File: src/rtl/hazard_fwd_ctrl_if.sv
// Hazard/forwarding controller bus: ID-stage fields in, forwarding selects and
// front-end stall/bubble controls out.
interface hazard_fwd_ctrl_if;
  logic [4:0] id_rs;
  logic [4:0] id_rt;
  logic       id_uses_rs;
  logic       id_uses_rt;
  logic [4:0] id_rd;
  logic       id_regwrite;
  logic       id_memread;
  logic       id_muldiv;
  logic       flush;
  logic [1:0] fwd_a_sel;
  logic [1:0] fwd_b_sel;
  logic       pc_we;
  logic       ifid_we;
  logic       idex_bubble;
  logic       exmem_bubble;
  logic       md_busy;

  modport master (
    output id_rs, id_rt, id_uses_rs, id_uses_rt, id_rd,
           id_regwrite, id_memread, id_muldiv, flush,
    input  fwd_a_sel, fwd_b_sel, pc_we, ifid_we,
           idex_bubble, exmem_bubble, md_busy
  );

  modport slave (
    input  id_rs, id_rt, id_uses_rs, id_uses_rt, id_rd,
           id_regwrite, id_memread, id_muldiv, flush,
    output fwd_a_sel, fwd_b_sel, pc_we, ifid_we,
           idex_bubble, exmem_bubble, md_busy
  );
endinterface

File: src/rtl/hazard_fwd_ctrl.sv
// 5-stage MIPS hazard/forwarding controller: shadow pipeline fields, operand
// forwarding selects, load-use and flush bubbles. HAZ_MULDIV_EN adds the mult/div interlock.
module hazard_fwd_ctrl #(
  parameter int MULDIV_LAT = 4
) (
  input logic              clk,
  input logic              rst,
  hazard_fwd_ctrl_if.slave bus
);

  logic [4:0] r_ex_rs, r_ex_rt, r_ex_rd;
  logic       r_ex_regwrite, r_ex_memread;
  logic [4:0] r_mem_rd, r_wb_rd;
  logic       r_mem_regwrite, r_wb_regwrite;

  logic w_ex_writes, w_mem_writes, w_wb_writes;
  logic w_load_use, w_stall, w_md_active;
  logic w_idex_bubble, w_exmem_bubble;

  // Register 0 is hardwired, so a "write" to it never forwards or interlocks.
  assign w_ex_writes  = r_ex_regwrite  && (r_ex_rd  != 5'd0);
  assign w_mem_writes = r_mem_regwrite && (r_mem_rd != 5'd0);
  assign w_wb_writes  = r_wb_regwrite  && (r_wb_rd  != 5'd0);

  logic [4:0] w_src [2];
  logic [1:0] w_sel [2];
  assign w_src[0] = r_ex_rs;
  assign w_src[1] = r_ex_rt;

  genvar gi;
  generate
    for (gi = 0; gi < 2; gi++) begin : g_fwd
      assign w_sel[gi] = (w_mem_writes && (r_mem_rd == w_src[gi])) ? 2'b10 :
                         (w_wb_writes  && (r_wb_rd  == w_src[gi])) ? 2'b01 : 2'b00;
    end
  endgenerate

  assign bus.fwd_a_sel = w_sel[0];
  assign bus.fwd_b_sel = w_sel[1];

  assign w_load_use = r_ex_memread && w_ex_writes &&
                      ((bus.id_uses_rs && (bus.id_rs == r_ex_rd)) ||
                       (bus.id_uses_rt && (bus.id_rt == r_ex_rd)));

  // A taken branch kills the ID instruction, so its load-use hazard is moot.
  assign w_stall        = w_load_use && !bus.flush;
  assign w_idex_bubble  = !w_md_active && (bus.flush || w_load_use);
  assign w_exmem_bubble = w_md_active;

  assign bus.pc_we        = !w_md_active && !w_stall;
  assign bus.ifid_we      = !w_md_active && !w_stall;
  assign bus.idex_bubble  = w_idex_bubble;
  assign bus.exmem_bubble = w_exmem_bubble;
  assign bus.md_busy      = w_md_active;

  always_ff @(posedge clk) begin
    if (rst) begin
      r_ex_rs        <= 5'd0;
      r_ex_rt        <= 5'd0;
      r_ex_rd        <= 5'd0;
      r_ex_regwrite  <= 1'b0;
      r_ex_memread   <= 1'b0;
      r_mem_rd       <= 5'd0;
      r_mem_regwrite <= 1'b0;
      r_wb_rd        <= 5'd0;
      r_wb_regwrite  <= 1'b0;
    end else begin
      if (!w_md_active) begin
        if (w_idex_bubble) begin
          r_ex_rs       <= 5'd0;
          r_ex_rt       <= 5'd0;
          r_ex_rd       <= 5'd0;
          r_ex_regwrite <= 1'b0;
          r_ex_memread  <= 1'b0;
        end else begin
          r_ex_rs       <= bus.id_rs;
          r_ex_rt       <= bus.id_rt;
          r_ex_rd       <= bus.id_rd;
          r_ex_regwrite <= bus.id_regwrite;
          r_ex_memread  <= bus.id_memread;
        end
      end
      if (w_exmem_bubble) begin
        r_mem_rd       <= 5'd0;
        r_mem_regwrite <= 1'b0;
      end else begin
        r_mem_rd       <= r_ex_rd;
        r_mem_regwrite <= r_ex_regwrite;
      end
      r_wb_rd       <= r_mem_rd;
      r_wb_regwrite <= r_mem_regwrite;
    end
  end

`ifdef HAZ_MULDIV_EN
  typedef enum logic {S_IDLE, S_MD_BUSY} state_t;

  localparam logic [3:0] MD_LOAD = 4'(MULDIV_LAT - 2);

  state_t     r_state, w_state_next;
  logic [3:0] r_md_cnt, w_md_cnt_next;
  logic       r_ex_muldiv;
  logic       w_md_last;

  always_ff @(posedge clk) begin
    if (rst) begin
      r_state  <= S_IDLE;
      r_md_cnt <= 4'd0;
    end else begin
      r_state  <= w_state_next;
      r_md_cnt <= w_md_cnt_next;
    end
  end

  // w_md_last marks the final stalled cycle; the held op then advances next cycle.
  always_comb begin
    w_state_next  = r_state;
    w_md_cnt_next = r_md_cnt;
    w_md_active   = 1'b0;
    w_md_last     = 1'b0;
    case (r_state)
      S_IDLE: begin
        if (r_ex_muldiv) begin
          w_md_active = 1'b1;
          if (MD_LOAD == 4'd0) begin
            w_md_last = 1'b1;
          end else begin
            w_state_next  = S_MD_BUSY;
            w_md_cnt_next = MD_LOAD;
          end
        end
      end
      S_MD_BUSY: begin
        w_md_active   = 1'b1;
        w_md_cnt_next = (r_md_cnt == 4'd0) ? 4'd0 : r_md_cnt - 4'd1;
        if (r_md_cnt <= 4'd1) begin
          w_md_last    = 1'b1;
          w_state_next = S_IDLE;
        end
      end
      default: w_state_next = S_IDLE;
    endcase
  end

  // Clearing the held muldiv bit on release stops IDLE from re-arming on the same op.
  always_ff @(posedge clk) begin
    if (rst) begin
      r_ex_muldiv <= 1'b0;
    end else if (w_md_active) begin
      if (w_md_last) begin
        r_ex_muldiv <= 1'b0;
      end
    end else if (w_idex_bubble) begin
      r_ex_muldiv <= 1'b0;
    end else begin
      r_ex_muldiv <= bus.id_muldiv;
    end
  end
`else
  logic w_unused;

  assign w_md_active = 1'b0;
  assign w_unused    = ^{bus.id_muldiv, 4'(MULDIV_LAT)};
`endif

endmodule

File: src/flat_wrapper.sv
// flat-port wrapper written by rule: the top's interface ports become plain ports
module hazard_fwd_ctrl_flat 
#(
  parameter int MULDIV_LAT = 4
)
  (clk, rst, bus_id_rs, bus_id_rt, bus_id_uses_rs, bus_id_uses_rt, bus_id_rd, bus_id_regwrite, bus_id_memread, bus_id_muldiv, bus_flush, bus_fwd_a_sel, bus_fwd_b_sel, bus_pc_we, bus_ifid_we, bus_idex_bubble, bus_exmem_bubble, bus_md_busy);
  hazard_fwd_ctrl_if bus_i ();
  input logic clk;
  input logic rst;
  input wire logic [$bits(bus_i.id_rs)-1:0] bus_id_rs;
  input wire logic [$bits(bus_i.id_rt)-1:0] bus_id_rt;
  input wire logic [$bits(bus_i.id_uses_rs)-1:0] bus_id_uses_rs;
  input wire logic [$bits(bus_i.id_uses_rt)-1:0] bus_id_uses_rt;
  input wire logic [$bits(bus_i.id_rd)-1:0] bus_id_rd;
  input wire logic [$bits(bus_i.id_regwrite)-1:0] bus_id_regwrite;
  input wire logic [$bits(bus_i.id_memread)-1:0] bus_id_memread;
  input wire logic [$bits(bus_i.id_muldiv)-1:0] bus_id_muldiv;
  input wire logic [$bits(bus_i.flush)-1:0] bus_flush;
  output wire logic [$bits(bus_i.fwd_a_sel)-1:0] bus_fwd_a_sel;
  output wire logic [$bits(bus_i.fwd_b_sel)-1:0] bus_fwd_b_sel;
  output wire logic [$bits(bus_i.pc_we)-1:0] bus_pc_we;
  output wire logic [$bits(bus_i.ifid_we)-1:0] bus_ifid_we;
  output wire logic [$bits(bus_i.idex_bubble)-1:0] bus_idex_bubble;
  output wire logic [$bits(bus_i.exmem_bubble)-1:0] bus_exmem_bubble;
  output wire logic [$bits(bus_i.md_busy)-1:0] bus_md_busy;
  assign bus_i.id_rs = bus_id_rs;
  assign bus_i.id_rt = bus_id_rt;
  assign bus_i.id_uses_rs = bus_id_uses_rs;
  assign bus_i.id_uses_rt = bus_id_uses_rt;
  assign bus_i.id_rd = bus_id_rd;
  assign bus_i.id_regwrite = bus_id_regwrite;
  assign bus_i.id_memread = bus_id_memread;
  assign bus_i.id_muldiv = bus_id_muldiv;
  assign bus_i.flush = bus_flush;
  assign bus_fwd_a_sel = bus_i.fwd_a_sel;
  assign bus_fwd_b_sel = bus_i.fwd_b_sel;
  assign bus_pc_we = bus_i.pc_we;
  assign bus_ifid_we = bus_i.ifid_we;
  assign bus_idex_bubble = bus_i.idex_bubble;
  assign bus_exmem_bubble = bus_i.exmem_bubble;
  assign bus_md_busy = bus_i.md_busy;
  hazard_fwd_ctrl #(.MULDIV_LAT(MULDIV_LAT)) u_core (.clk(clk), .rst(rst), .bus(bus_i));
endmodule
File: config.mk
export PLATFORM = sky130hd
export DESIGN_NAME = hazard_fwd_ctrl_flat
export DESIGN_NICKNAME = d
export VERILOG_FILES = /design/src/rtl/hazard_fwd_ctrl_if.sv /design/src/rtl/hazard_fwd_ctrl.sv /design/src/flat_wrapper.sv
export SDC_FILE = /design/constraint.sdc
export NUM_CORES = 1
export LEC_CHECK = 0
export CORE_MARGIN = 1.5
export CORE_UTILIZATION = 43
export DETAILED_ROUTE_END_ITERATION = 10
export PLACE_DENSITY_LB_ADDON = 0.12
export SYNTH_ARGS = -nofsm -noshare
export SYNTH_HDL_FRONTEND = slang
export SYNTH_SLANG_ARGS = --single-unit
export TNS_END_PERCENT = 30
File: constraint.sdc
create_clock -name clk -period 1.8 [get_ports clk]
set_clock_uncertainty 0.15 [all_clocks]
set_input_delay 0.27 -clock clk [delete_from_list [all_inputs] [get_ports clk]]
set_output_delay 0.27 -clock clk [all_outputs]
set_load 0.02 [all_outputs]
==> flow_summary.toml, run 1 <==
[drt]
drc = 0
drt-pass1-iter-count = 4
ant_nets = 0
dr_total_vias = 1079
viasPerCell = 4.82
routed_wl_mm = 2.81
drt_iter0_drc = 34
routedWlPerCell_um = 12.5

[floorplanning]
initial_core_util_pct = 44.4
core_area_um2 = 3000
rows = 20
die_h_um = 58.7
io_pins = 32
die_w_um = 58.7
die_area_um2 = 3440

[power_and_ir_drop]
power_density_nw_per_um2 = 659
leakagePower_nw = 0.823
power.total_mw = 1.24
worst_ir_drop_vdd_mv = 0.436

[yosys]
synth_seq_cells = 29
muxShareOfSynthArea_pct = 0
synth-compound-area-share_pct = 12.2
yosysSeqAreaShare_pct = 43.6
yosys.area_share.simple_pct = 19.1
synth_xor_xnor_area_share_pct = 19.7
yosysWarningCount = 0
ys_types = 25
synth_adder_area_share_pct = 0
synthCells = 136
netlist_area_um2 = 1330
synth_top_family_by_area = "XOR/XNOR gates"
postSynthAreaPerCell_um2 = 9.80

[timing]
setup_tns_ns = -2.41
slew_viol_final = 0
timing.final.ws_setup_ns = -0.478
finalCritPeriodShare_pct = 127
whs_ns = 0.315
fmax_mhz = 439
rsz0062_at_grt = "yes"
period_minus_slack_ns = 2.28
setup_viol = 7
finalHoldViolations = 0

[placed_design]
placed_cells = 213
portBuffers = 28
dp_hpwl_mm = 2.21
place_congestion = 0.872

[worst_setup_path]
crit_fanout = 2
cp.required_ns = 1.38
criticalPathCategory = "flip-flop to output port"
cp.arrival_ns = 1.86
slowest_stage = "or4_4"
crit_top_cell = "nor4_2"
timing.critical_path.to_type = "output port"
crit_path_max_incr_delay_ns = 0.54
start_kind = "flip-flop"
path_cells = "or4_4, o21ai_4, nor4_2, nor4_2, buf_2"

[cts]
cts_max_level = 2
cts_buffers = 5
worstSkewPairLatency_ns = 0.32
cts_tree = "yes"
clock_sinks = 29
clockBufferDepth = 2
cts_root_buffer = "clkbuf_4"
clk_pin_slew_ns = 0.09

[finish]
diodes = 0
final_common_cell = "buf_4"
fin_cells = 224
utilization_pct = 62.7
final_cell_mix = "buf_4 (30), dfxtp_1 (24), clkdlybuf4s50_1 (21), nand2_1 (19), xnor2_1 (15)"
areaGrowthSynthToFinish_pct = 41.3
final_layout_size_suffix_gt1_share_pct = 33.0
fin_nets = 213

[run_status]
status = "complete, but fails checks"
violations = "negative setup slack"

[job]
max_cap_violations = 0

[global_route]
grt_pass1_vias = 1072
antenna_found_initial = 0
grt_max_degree = 16
grt_pass1_wl_mm = 4.66
gr-usage-met1_pct = 19.8
grtUsageMet3_pct = 7.03
grt_most_used_layer = "met2"
gr-total-overflow = 0
use_met2_pct = 32.1
grt_usage_pct = 18.7

[worst_hold_path]
min_path_type = "primary input to flip-flop"
==> area by class of cell <==
class	instances	area (um2)
clock inverter	2	10.0
timing repair buffer	54	460
multi-input combinational	100	743
fill	278	1120
sequential	29	587
clock buffer	6	41.3
tap	33	41.3
==> path summary, 6_finish.rpt <==
kind	startpoint	to	slack, ns	cells after the start
max	u_core.r_mem_rd[4]$_SDFF_PP0_	bus_fwd_a_sel[0]	-0.48	5
min	bus_id_memread	u_core.r_ex_memread$_SDFF_PP0_	0.31	3
max reg2reg	u_core.r_ex_rd[1]$_SDFF_PP0_	u_core.r_ex_rd[1]$_SDFF_PP0_	0.14	5
min reg2reg	u_core.r_ex_regwrite$_SDFF_PP0_	u_core.r_mem_regwrite$_SDFF_PP0_	0.34	1
==> critical path: cells and delay by family, from the launching register on <==
| kind | cells | cell delay (ns) |
|---|---|---|
| buffers and inverters | 1 | 0.20 |
| AND/OR/NAND/NOR | 3 | 0.86 |
| flip-flops | 1 | 0.33 |
| AO/OA/AOI/OAI | 1 | 0.15 |
==> through the flow <==
step                      worst slack (ns)  instance area [um2]
after detailed placement            -0.662                 1760
final                               -0.478                 1880
after global routing                -0.557                 1880
after global placement              -0.615                 1760
after floorplan                     -0.255                 1340
after CTS                           -0.538                 1850
==> routing by layer <==
metal,part of all wire (%),routed length (um)
met4,3.6,102
met3,5.3,150
met1,39,1110
met2,52,1450
met5,0,0
==> what timing repair did <==
item,in CTS,in global routing
gates resized for setup,37,10
setup buffers,2,1
pin swaps,4,8
gates cloned,0,0
hold buffers,0,0
setup endpoints to repair,7,7
==> kinds of logic (layout without fill, tap and decap cells) <==
logic type                Yosys count  in the layout
and+or+nand+nor                    46             46
xor gates and xnor gates           30             30
DFF                                29             29
AOI/OAI and AO/OA                  22             22
buffers and inverters               8             62
other                               1              2
==> where the power goes <==
group | switching [mW] | leakage [nW] | internal (mW)
Combinational | 0.0825 | 0.552 | 0.113
Clock | 0.217 | 0.0320 | 0.148
Sequential | 0.0168 | 0.239 | 0.663
Total | 0.317 | 0.823 | 0.924
==> cell usage after synthesis, drive strengths merged <==
cell | instances | area (um2)
or4 | 4 | 30.0
nand4 | 2 | 12.5
o21ai | 2 | 13.8
nor2 | 1 | 3.75
nor4 | 4 | 37.5
nor2b | 12 | 75.1
xor2 | 14 | 123
a21oi | 17 | 119
conb | 1 | 3.75
clkbuf | 2 | 7.51
or3 | 1 | 6.26
dfxtp | 29 | 581
nand2 | 19 | 71.3
buf | 6 | 61.3
a21o | 1 | 7.51
o311a | 1 | 10.0
xnor2 | 16 | 140
o22ai | 1 | 12.5
nand3b | 1 | 7.51
nand3 | 2 | 10.0
==> registers in the layout, indices dropped and copies added (netlist names) <==
register	cells
u_core.r_ex_memread	1
u_core.r_ex_rd	5
u_core.r_ex_regwrite	1
u_core.r_ex_rs	5
u_core.r_ex_rt	5
u_core.r_mem_rd	5
u_core.r_mem_regwrite	1
u_core.r_wb_rd	5
u_core.r_wb_regwrite	1
Power figures use the tool's default switching activity.
==> inputs of run 2 (changes only) <==
--- a/config.mk
+++ b/config.mk
@@ -5,6 +5,7 @@
 export SDC_FILE = /design/constraint.sdc
 export NUM_CORES = 1
 export LEC_CHECK = 0
+export ABC_CLOCK_PERIOD_IN_PS = 1800
 export CORE_MARGIN = 1.5
 export CORE_UTILIZATION = 43
 export DETAILED_ROUTE_END_ITERATION = 10
==> results of run 2 <==
Same layout as run 1: the final DEF is identical, and so are final timing and power.
==> inputs of run 3 (changes only) <==
--- a/config.mk
+++ b/config.mk
@@ -5,9 +5,9 @@
 export SDC_FILE = /design/constraint.sdc
 export NUM_CORES = 1
 export LEC_CHECK = 0
-export ABC_CLOCK_PERIOD_IN_PS = 1800
+export ABC_CLOCK_PERIOD_IN_PS = 2600
 export CORE_MARGIN = 1.5
-export CORE_UTILIZATION = 43
+export CORE_UTILIZATION = 48
 export DETAILED_ROUTE_END_ITERATION = 10
 export PLACE_DENSITY_LB_ADDON = 0.12
 export SYNTH_ARGS = -nofsm -noshare
==> constraint.sdc (replaced) <==
create_clock -name clk -period 2.6 [get_ports clk]
set_clock_uncertainty 0.15 [all_clocks]
set_input_delay 0.39 -clock clk [delete_from_list [all_inputs] [get_ports clk]]
set_output_delay 0.39 -clock clk [all_outputs]
set_load 0.02 [all_outputs]
==> flow_summary.toml, run 3 (same netlist as run 1, synthesis figures left out) <==
[worst_setup_path]
timing.critical_path.to_type = "output port"
start_kind = "flip-flop"
cp.arrival_ns = 1.91
crit_fanout = 4
criticalPathCategory = "flip-flop to output port"
cp.required_ns = 2.06

[global_route]
grt_usage_pct = 19.4
grt_pass1_wl_mm = 4.72
grt_max_degree = 15
antenna_found_initial = 0
grt_pass1_vias = 1124
gr-total-overflow = 0

[finish]
seqCellArea_um2 = 581
filler_cell_count = 224
multi_input_area_um2 = 699
final_common_cell = "dfxtp_1"
areaGrowthSynthToFinish_pct = 28.7
final_layout_size_suffix_gt1_share_pct = 19.0
fin_cells = 204
fin_nets = 197
diodes = 0
final_cell_mix = "dfxtp_1 (29), clkdlybuf4s50_1 (21), nand2_1 (19), xnor2_1 (16), xor2_1 (14)"

[floorplanning]
die_w_um = 55.7
core_area_um2 = 2540
initial_core_util_pct = 52.4
die_area_um2 = 3100
die_h_um = 55.7
rows = 18
io_pins = 32

[drt]
ant_nets = 0
routedWlPerCell_um = 13.2
drt_iter0_drc = 7
viasPerCell = 5.06
dr_total_vias = 1032
routed_wl_mm = 2.69
drt-pass1-iter-count = 4
drc = 0

[run_status]
status = "finished clean"

[placed_design]
placed_cells = 197
portBuffers = 28
dp_hpwl_mm = 2.07
place_congestion = 0.858

[timing]
fmax_mhz = 408
whs_ns = 0.341
setup_viol = 0
finalCritPeriodShare_pct = 94.2
rsz0062_at_grt = "no"
period_minus_slack_ns = 2.45
slew_viol_final = 0
finalHoldViolations = 0

[cts]
worstSkewPairLatency_ns = 0.32
clockBufferDepth = 2
cts_max_level = 2
cts_buffers = 5
cts_setup_buffers = 0
clock_sinks = 29
clk_pin_slew_ns = 0.08
cts_root_buffer = "clkbuf_4"
cts_tree = "yes"

[worst_hold_path]
min_path_type = "flip-flop to flip-flop"

[job]
max_cap_violations = 0

[power_and_ir_drop]
leakagePower_nw = 0.743
power_density_nw_per_um2 = 499
worst_ir_drop_vdd_mv = 0.438
[run 3: cell count changes in the layout (fill, tap and decap cells not counted), sizes merged]
cell          change
dlymetal6s2s      +1
buf              -22
clkbuf            +3
dlygate4sd2       +3
clkinv            -2
[run 3: cell type report]
cell class	count	share of cell area, %
clock buffer	7	3.21
multi-input combinational	100	40.8
sequential	29	33.8
tap	30	2.19
timing repair buffer	38	20.0
[run 3: per-layer routing]
metal | global-route usage [%] | vias to the layer above | part of all wire [%]
met5 | 0 | - | 0
li1 | - | 526 | -
met3 | 6.51 | 7 | 4.9
met2 | 34.5 | 28 | 53
met1 | 19.7 | 471 | 40
met4 | 11.1 | 0 | 2.1
[run 3: power by group]
part	total [mW]	internal, mW	switching, mW
clock network	0.271	0.127	0.144
logic	0.113	0.0654	0.0476
registers	0.472	0.459	0.0138
total	0.857	0.651	0.205
[run 3: worst max-delay path, cell delays in order, from the launching register on]
cell and delay (ns):
dfxtp_1 0.36, or3_1 0.38, o311a_1 0.34, a21o_1 0.19, dlygate4sd2_1 0.31
[run 3: stage by stage]
stage | setup slack [ns] | power, mW | setup TNS, ns | util [%] | cell area (um2)
CTS | -0.0422 | 0.862 | -0.0449 | 67.7 | 1720
global placement | -0.0734 | 0.592 | -0.107 | 65.2 | 1660
floorplan | 0.392 | 0.542 | 0 | - | 1340
detailed placement | -0.0950 | 0.595 | -0.204 | 65.2 | 1660
global route | 0.0446 | 0.891 | 0 | 67.4 | 1720
finish | 0.152 | 0.857 | 0 | 67.4 | 1720
[run 3: what timing repair did]
| action | CTS | global route |
|---|---|---|
| pin swaps | 0 | 0 |
| cloned | 0 | 0 |
| gates resized for setup | 9 | 6 |
| setup endpoints to repair | 7 | 3 |
| hold buffers | 0 | 0 |
[run 3: final timing paths]
kind | from | end | slack (ns) | cells past startpoint
worst max-delay path | u_core.r_ex_rd[1]$_SDFF_PP0_ | bus_idex_bubble | 0.15 | 4
worst min-delay path | u_core.r_ex_regwrite$_SDFF_PP0_ | u_core.r_mem_regwrite$_SDFF_PP0_ | 0.34 | 1
worst max register to register | u_core.r_ex_rd[1]$_SDFF_PP0_ | u_core.r_ex_rs[0]$_SDFF_PP0_ | 0.91 | 4
worst min register to register | u_core.r_ex_regwrite$_SDFF_PP0_ | u_core.r_mem_regwrite$_SDFF_PP0_ | 0.34 | 1
